$ cat src/rtl/fifo_frame_pkg.sv
// Shared definitions for the FIFO drain / UART framing scheduler.
package fifo_frame_pkg;

  typedef logic [2:0] state_t;

  localparam state_t StIdle = 3'd0;
  localparam state_t StSync = 3'd1;
  localparam state_t StLen  = 3'd2;
  localparam state_t StData = 3'd3;
  localparam state_t StCsum = 3'd4;

  // Sync, length and checksum bytes wrapped around every payload.
  localparam int unsigned FRAME_OVERHEAD = 3;

  localparam logic [7:0] DEFAULT_SYNC_BYTE = 8'hA5;

endpackage

$ cat src/rtl/frame_timeout_timer.sv
// Saturating idle timer: expired is high once the count reaches TIMEOUT-1.
module frame_timeout_timer #(
  parameter int unsigned TIMEOUT = 1200000,
  localparam int unsigned TW     = (TIMEOUT > 1) ? $clog2(TIMEOUT) : 1
) (
  input  logic clk,
  input  logic rst,
  input  logic clear,
  input  logic count_en,
  output logic expired
);

  localparam logic [TW-1:0] Last = TW'(TIMEOUT - 1);

  logic [TW-1:0] cnt_q, cnt_d;

  assign expired = (cnt_q == Last);

  always_comb begin
    cnt_d = cnt_q;
    if (clear) begin
      cnt_d = '0;
    end else if (count_en && !expired) begin
      cnt_d = cnt_q + TW'(1);
    end
  end

  always_ff @(posedge clk or posedge rst) begin
    if (rst) begin
      cnt_q <= '0;
    end else begin
      cnt_q <= cnt_d;
    end
  end

endmodule

$ cat src/rtl/fifo_frame_scheduler.sv
// Drains a FWFT FIFO into framed UART packets: sync, length, payload, XOR checksum.
module fifo_frame_scheduler
  import fifo_frame_pkg::*;
#(
  parameter int unsigned MAX_BURST   = 64,
  parameter int unsigned TIMEOUT     = 1200000,
  parameter logic [7:0]  SYNC_BYTE   = DEFAULT_SYNC_BYTE,
  parameter int unsigned LEVEL_WIDTH = 10
) (
  input  logic                   clk,
  input  logic                   rst,
  input  logic                   enable,
  output logic                   fifo_rd_en,
  input  logic [7:0]             fifo_rd_DATA,
  input  logic                   fifo_empty,
  input  logic [LEVEL_WIDTH-1:0] fifo_level,
  output logic                   tx_dv,
  output logic [7:0]             tx_DATA,
  input  logic                   tx_ready,
  output logic                   busy,
  output logic                   frame_done
);

  state_t     state_q, state_d;
  logic [7:0] len_q, len_d;
  logic [7:0] cnt_q, cnt_d;
  logic [7:0] csum_q, csum_d;
  logic       done_q, done_d;

  logic       level_nz, burst_hit, expired, trigger, accept;
  logic [7:0] n_trig;

  assign level_nz  = |fifo_level;
  assign burst_hit = 32'(fifo_level) >= MAX_BURST;
  // Below a full burst the level is < MAX_BURST <= 255, so truncation is safe.
  assign n_trig    = burst_hit ? 8'(MAX_BURST) : 8'(fifo_level);
  assign trigger   = (state_q == StIdle) && enable && (burst_hit || (level_nz && expired));
  assign accept    = tx_dv && tx_ready;

  frame_timeout_timer #(
    .TIMEOUT (TIMEOUT)
  ) u_timer (
    .clk      (clk),
    .rst      (rst),
    .clear    (!level_nz || trigger),
    .count_en ((state_q == StIdle) && level_nz),
    .expired  (expired)
  );

  always_comb begin
    state_d = state_q;
    len_d   = len_q;
    cnt_d   = cnt_q;
    csum_d  = csum_q;
    done_d  = 1'b0;
    unique case (state_q)
      StIdle: begin
        if (trigger) begin
          len_d   = n_trig;
          csum_d  = n_trig;
          state_d = StSync;
        end
      end
      StSync: if (tx_ready) state_d = StLen;
      StLen: begin
        if (tx_ready) begin
          cnt_d   = len_q;
          state_d = StData;
        end
      end
      StData: begin
        if (accept) begin
          csum_d = csum_q ^ fifo_rd_DATA;
          cnt_d  = cnt_q - 8'd1;
          if (cnt_q == 8'd1) state_d = StCsum;
        end
      end
      StCsum: begin
        if (tx_ready) begin
          done_d  = 1'b1;
          state_d = StIdle;
        end
      end
      default: state_d = StIdle;
    endcase
  end

  always_ff @(posedge clk or posedge rst) begin
    if (rst) begin
      state_q <= StIdle;
      len_q   <= '0;
      cnt_q   <= '0;
      csum_q  <= '0;
      done_q  <= 1'b0;
    end else begin
      state_q <= state_d;
      len_q   <= len_d;
      cnt_q   <= cnt_d;
      csum_q  <= csum_d;
      done_q  <= done_d;
    end
  end

  always_comb begin
    tx_DATA = 8'h00;
    unique case (state_q)
      StSync:  tx_DATA = SYNC_BYTE;
      StLen:   tx_DATA = len_q;
      StData:  tx_DATA = fifo_rd_DATA;
      StCsum:  tx_DATA = csum_q;
      default: tx_DATA = 8'h00;
    endcase
  end

  assign tx_dv      = (state_q != StIdle);
  assign busy       = tx_dv;
  assign frame_done = done_q;
  // An empty FIFO here is an integration error; never pop it.
  assign fifo_rd_en = (state_q == StData) && tx_ready && !fifo_empty;

endmodule

$ cat config.mk
export PLATFORM = sky130hd
export DESIGN_NAME = fifo_frame_scheduler
export DESIGN_NICKNAME = d
export VERILOG_FILES = /design/src/rtl/fifo_frame_pkg.sv /design/src/rtl/frame_timeout_timer.sv /design/src/rtl/fifo_frame_scheduler.sv
export SDC_FILE = /design/constraint.sdc
export NUM_CORES = 1
export LEC_CHECK = 0
export ABC_AREA = 1
export BUFFER_PORTS_ARGS = -buffer_cell sky130_fd_sc_hd__buf_2
export CAP_MARGIN = 20
export CORE_MARGIN = 4
export CORE_UTILIZATION = 53
export DETAILED_ROUTE_END_ITERATION = 10
export GPL_TIMING_DRIVEN = 0
export PLACE_DENSITY = 0.74
export SETUP_SLACK_MARGIN = 0.02
export SLEW_MARGIN = 20
export SYNTH_ARGS = -nofsm -noshare
export SYNTH_HDL_FRONTEND = slang
export SYNTH_SLANG_ARGS = --single-unit
$ cat constraint.sdc
create_clock -name clk -period 1.6 [get_ports clk]
set_input_delay 0.08 -clock clk [delete_from_list [all_inputs] [get_ports clk]]
set_output_delay 0.08 -clock clk [all_outputs]
set_load 0.02 [all_outputs]
==> results.json, run 1 <==
{
  "status": "finished, violations left",
  "violations": "setup timing",
  "slew_violations": 0,
  "dr.pass1.iters": 6,
  "dieArea_mm2": 0.00721,
  "synthArstFlopShare_pct": 100,
  "hold_ws_ps": 38.1,
  "drt_iter0_markers": 420,
  "rsz0062_at_grt": "yes",
  "first_global_vias": 3050,
  "required_ps": 1800,
  "viasPerCell": 5.80,
  "place_area_mm2": 0.00342,
  "ys.warnings.count": 0,
  "synth-seq-cells": 49,
  "clkTransAtPathRegs_ps": 90,
  "start_kind": "flop",
  "yosysTopAreaCellShare_pct": 39.1,
  "die_height_um": 84.9,
  "antenna_found_initial": 0,
  "reg2reg_setup_slack_ps": -150,
  "wl_per_cell_um": 15.6,
  "synth_edf_count": 0,
  "worst_pin_slew_ps": 460,
  "cts-root-buf": "clkbuf_8",
  "fillCellCount": 402,
  "htreeDepth": 2,
  "mostFrequentLayoutCells": "nand2_1, dfrtp_1, nor2_1",
  "ys_seq_area_share_pct": 39.1,
  "grt_pass1_wl_mm": 14.4,
  "worstHoldStart": "fifo_level[3]",
  "synthFlopType": "dfrtp_1",
  "worstPathMaxFanout": 10,
  "grt.busiest_layer": "met2",
  "postSynthCellCount": 437,
  "final_common_cell": "nand2_1",
  "fin_skew_ps": 7.06,
  "cp-end-kind": "flop",
  "power_density_mw_per_mm2": 1670,
  "grt_max_degree": 35,
  "cts_buffers": 5,
  "num_rows": 27,
  "post-route-util_pct": 75.7,
  "layout_setup_ws_ps": -154,
  "clock-sinks": 49,
  "num_vias": 3367,
  "numPortBuffers": 34,
  "synth.area.top_cells": "dfrtp_1, nand2_1, nor2_1",
  "crit_arrival_ps": 1950,
  "yosys.area.top_type": "dfrtp_1",
  "synth_nets": 463,
  "grtUsageMet1_pct": 34.9,
  "clock_latency_ps": 300,
  "ir_drop_mv": 1.24,
  "core_area_mm2": 0.00561,
  "area_delta_synth_final_pct": 35.4,
  "netlist_area_mm2": 0.00314,
  "drive_gt1_share_pct": 33.8,
  "hold_path.class": "in -> reg",
  "io_pins": 35,
  "gp_congestion": 0.949,
  "n_antenna_cell": 0,
  "grt_use_met2_pct": 36.2,
  "maxSlewHeadroom_pct": 69.1,
  "die_w_um": 84.9,
  "grtUsageMet3_pct": 5.83,
  "cap_violations": 0,
  "cts_buffer_depth": 2,
  "post-route-drc-count": 0,
  "grt_overflow": 0,
  "cts_tree": "built",
  "synth_cell_types": 38,
  "wl_mm": 9.06,
  "hold_viol": 0,
  "fmax_mhz": 570,
  "avgSynthCellArea_um2": 7.18,
  "fin_area_mm2": 0.00425,
  "dp_hpwl_mm": 5.74,
  "place_ws_ps": -248,
  "post-route-period-util_pct": 110,
  "start_util_pct": 55.9,
  "setup_viol": 45,
  "timing.rr.start": "u_timer.cnt_q[5]",
  "finalNetCount": 534,
  "grt.total_usage_pct": 24.3,
  "path_class": "reg -> reg",
  "postRouteAntennaNets": 0,
  "fin_crit_ps": 1750,
  "startpoint": "u_timer.cnt_q[5]",
  "power_leakage_nw": 1.96
}
==> repair_timing <==
action / CTS / global route
setup buffers: 16 / 9
pin swaps: 14 / 17
hold buffers: 1 / 0
gates resized for setup: 66 / 64
gates cloned: 1 / 2
setup endpoints to repair: 49 / 56
endpoints found under the hold margin: 15 / 0
==> sequential cells by signal, summed over array words and instances, names as in the netlist <==
signal / flops
cnt_q: 8
csum_q: 8
frame_done: 1
len_q: 8
state_q: 3
u_timer.cnt_q: 21
==> cells by family (layout without fill, tap and decap cells) <==
kind of cell,after synthesis,in the layout,synth area share [%]
AOI/OAI and AO/OA,70,70,13.8
buffers and inverters,68,140,8.74
xor gates and xnor gates,13,13,3.63
adders and majority gates,3,3,1.20
DFF,49,49,39.1
and+or+nand+nor,234,234,33.6
==> layer usage <==
metal	vias up	wire length (um)
met5	-	0
met4	0	190
met3	32	950
met2	208	4130
met1	1554	3790
li1	1573	-
==> power breakdown <==
part	total [mW]	internal [mW]	leakage, nW	switching [mW]
sequential	1.84	1.55	0.649	0.293
combinational	4.32	1.89	1.25	2.43
clock	0.916	0.510	0.0585	0.406
total	7.08	3.95	1.96	3.13
==> final timing paths <==
check	to	depth (start not counted)
worst min register to register	cnt_q[3]	2
max in group asynchronous	state_q[2]	4
worst max-delay path	u_timer.cnt_q[11]	11
worst max register to register	u_timer.cnt_q[11]	11
worst min-delay path	len_q[3]	3
min in group asynchronous	u_timer.cnt_q[20]	3
==> Yosys cell counts, types with 4 or more instances <==
| master | number |
|---|---|
| nor2_2 | 4 |
| inv_1 | 49 |
| inv_2 | 6 |
| a21oi_1 | 8 |
| o21ai_0 | 35 |
| nor2_1 | 50 |
| nor3_1 | 11 |
| buf_2 | 6 |
| nand2_2 | 4 |
| nand4_1 | 13 |
| xor2_1 | 11 |
| dfrtp_1 | 49 |
| nand3_1 | 33 |
| o21ai_2 | 8 |
| o211ai_1 | 5 |
| nand2_1 | 106 |
==> through the flow <==
stage | total power [mW] | TNS (ps) | std cells
6_report | 7.08 | -4160 | 581
5_1_grt | 7.57 | -8320 | 581
4_1_cts | 6.37 | -473 | 570
3_5_place_dp | 4.54 | -7070 | 544
3_3_place_gp | 4.49 | -20360 | 543
2_1_floorplan | 3.83 | -30.2 | 437
==> critical path, cell delays in order, from the launching register on <==
cell	delay, ps
dfrtp_1	440
nand2_2	130
inv_2	110
nand2_2	80
nor2_4	140
nand3_4	100
buf_4	160
nand2_4	100
buf_8	140
nor3_1	60
o21ai_2	130
nor2_1	50
==> area by class of cell <==
class | count | area, um^2 | share of cell area [%]
multi-input cells | 320 | 1910 | 45.0
clock inverters | 1 | 30.0 | 0.707
well taps | 72 | 90.1 | 2.12
clock buffers | 7 | 86.3 | 2.03
inverters | 58 | 235 | 5.54
plain buffers | 10 | 124 | 2.92
repair buffers | 64 | 541 | 12.7
flip-flops and latches | 49 | 1230 | 29.0
(Power assumes the default switching activity.)
==> run 2, diff against run 1 <==
--- a/config.mk
+++ b/config.mk
@@ -8,6 +8,7 @@
 export ABC_AREA = 1
 export BUFFER_PORTS_ARGS = -buffer_cell sky130_fd_sc_hd__buf_2
 export CAP_MARGIN = 20
+export CORE_ASPECT_RATIO = 1.75
 export CORE_MARGIN = 4
 export CORE_UTILIZATION = 53
 export DETAILED_ROUTE_END_ITERATION = 10
==> run 2 against run 1 <==
  * The run still ends with setup timing left
  * Hold slack got worse by 15 ps
  * Critical path depth unchanged
  * Design area up 3.8%
  * Sequential share of layout area down 0.91 points
  * Via count rose by 3.6%
  * Utilization increased by 1.9 points
  * Clock power fell by 16%
  * Combinational power up 6.7%
  * Global-route usage is 2.7 points higher
  * Critical endpoint is now csum_q[2]
  * Largest cell class unchanged
==> results.json, run 2 (synthesized netlist as in run 1, its figures left out) <==
{
  "status": "finished, violations left",
  "violations": "setup timing",
  "cts-root-buf": "clkbuf_8",
  "layout_setup_ws_ps": -227,
  "regMostFlops": "u_timer.cnt_q",
  "htreeDepth": 2,
  "hold_path.class": "in -> reg",
  "drt_iter0_markers": 253,
  "cts_buffers": 5,
  "postRouteAntennaNets": 0,
  "path_buf_inv": 1,
  "dp.cells": 548,
  "core_area_mm2": 0.00568,
  "clock-sinks": 49,
  "worst_r2r_endpoint": "csum_q[2]",
  "fin_cells": 596,
  "maxSlewHeadroom_pct": 67.3,
  "slowest_delay_ps": 470,
  "worstHoldStart": "fifo_level[3]",
  "grt_pass1_wl_mm": 15.0,
  "worstPathMaxFanout": 6,
  "first_global_vias": 3281,
  "area_delta_synth_final_pct": 40.5,
  "dr.pass1.iters": 5,
  "clkTransAtPathRegs_ps": 90,
  "fin_crit_ps": 1830,
  "fin_area_mm2": 0.00441,
  "setup_viol": 47,
  "fillCellCount": 409,
  "fmax_mhz": 547,
  "cts_buffer_depth": 2,
  "rsz0062_at_grt": "yes",
  "slew_violations": 0,
  "worst_pin_slew_ps": 488,
  "grt_overflow": 0,
  "post-route-drc-count": 0,
  "grt.total_usage_pct": 27.0,
  "largest_reg_flops": 21,
  "place_area_mm2": 0.00343,
  "required_ps": 1800,
  "hold_viol": 0,
  "antenna_found_initial": 0,
  "power_leakage_nw": 2.01,
  "gp_congestion": 0.956,
  "post-route-period-util_pct": 114,
  "start_kind": "flop",
  "cp-end-kind": "flop",
  "cts_tree": "built",
  "viasPerCell": 5.85,
  "power_density_mw_per_mm2": 1650,
  "finalNetCount": 545,
  "reg2reg_setup_slack_ps": -230,
  "ff2ff_path_depth": 11,
  "cap_violations": 0,
  "multi_input_area_mm2": 0.00201,
  "die_w_um": 66.2,
  "n_antenna_cell": 0,
  "critical_path.top_delay_family": "simple AND/OR/NAND/NOR gates",
  "final_common_cell": "nand2_1",
  "start_util_pct": 55.3,
  "drive_gt1_share_pct": 40.2,
  "die_height_um": 110,
  "crit_top_cell": "nand2_4",
  "crit_arrival_ps": 2030,
  "num_vias": 3488,
  "io_pins": 35,
  "mostFrequentLayoutCells": "nand2_1, nor2_1, dfrtp_1",
  "dp_hpwl_mm": 6.33,
  "critPathSlowestCell": "dfrtp_2",
  "place_ws_ps": -302,
  "num_rows": 36,
  "hold_ws_ps": 22.9,
  "wl_per_cell_um": 17.8,
  "whs_path_depth": 3,
  "ir_drop_mv": 1.58,
  "clock_latency_ps": 320,
  "path_class": "reg -> reg",
  "min_to": "len_q[3]",
  "grt_max_degree": 34,
  "dieArea_mm2": 0.00726,
  "numPortBuffers": 34,
  "timing.rr.start": "u_timer.cnt_q[18]",
  "wl_mm": 10.6,
  "crit_chain": "nor2_1 -> nand2_1 -> nor2_2 -> nand3_4 -> nand2_4 -> nand3_4 -> nand2_4 -> nand2_8 -> buf_8 -> nand2_4 -> o21ai_2",
  "ff_latch_area_mm2": 0.00124,
  "fin_skew_ps": 12.5
}
[run 2: cell count changes in the layout (fill, tap and decap cells not counted), moves of 4 or more]
cell,before,now
buf_4,24,35
dfrtp_1,46,41
dfrtp_2,3,8
nand3_2,6,11
nand3_1,26,22
o21ai_0,28,24
[run 2: metrics by stage]
step / util [%] / setup TNS, ps / power [mW]
2_1_floorplan: - / -30.2 / 3.83
3_3_place_gp: 60.1 / -24730 / 4.51
3_5_place_dp: 60.4 / -8590 / 4.57
4_1_cts: 69.5 / -644 / 6.39
5_1_grt: 77.7 / -9110 / 7.64
6_report: 77.7 / -5970 / 7.27
[run 2: per-layer routing]
metal	routed length [um]	vias to the layer above	global-route usage, %
met5	0	-	0
met3	527	71	3.99
met2	5680	166	50.2
li1	-	1598	-
met4	891	0	17.7
met1	3480	1653	26.7
[run 2: timing repair]
item                       in CTS  in global routing
setup endpoints to repair      52                 54
buffers inserted               20                 17
resized for setup              68                103
hold buffers                    1                  0
cloned                          2                  2
pin swaps                      10                 23
hold endpoints to repair       16                  0
[run 2: worst max-delay path by stage]
stage	startpoint	end	slack, ps	cells past startpoint
after detailed placement	u_timer.cnt_q[1]	u_timer.cnt_q[19]	-300	9
after global routing	u_timer.cnt_q[9]	csum_q[6]	-280	12
after floorplan	u_timer.cnt_q[1]	csum_q[0]	-20	11
after global placement	rst	cnt_q[3]	-330	2
after CTS	u_timer.cnt_q[0]	csum_q[7]	-60	11
final	u_timer.cnt_q[18]	csum_q[2]	-230	11
[run 2: cell type report]
class | count | area share, %
Inverter | 58 | 5.39
Tap cell | 76 | 2.16
Timing Repair Buffer | 75 | 14.1
Clock inverter | 3 | 0.483
Multi-Input combinational cell | 320 | 45.7
Buffer | 10 | 2.55
Sequential cell | 49 | 28.0
Clock buffer | 5 | 1.56
[run 2: where the power goes]
part           total, mW  switching, mW  leakage (nW)  internal [mW]
logic               4.61           2.62          1.33           1.99
registers           1.89          0.341         0.641           1.55
clock network      0.769          0.458        0.0445          0.311
total               7.27           3.41          2.01           3.85
[run 2: tightest hold or removal path, cell delays in order]
cell,delay (ps)
buf_2,100
nand3_2,70
o21ai_2,50
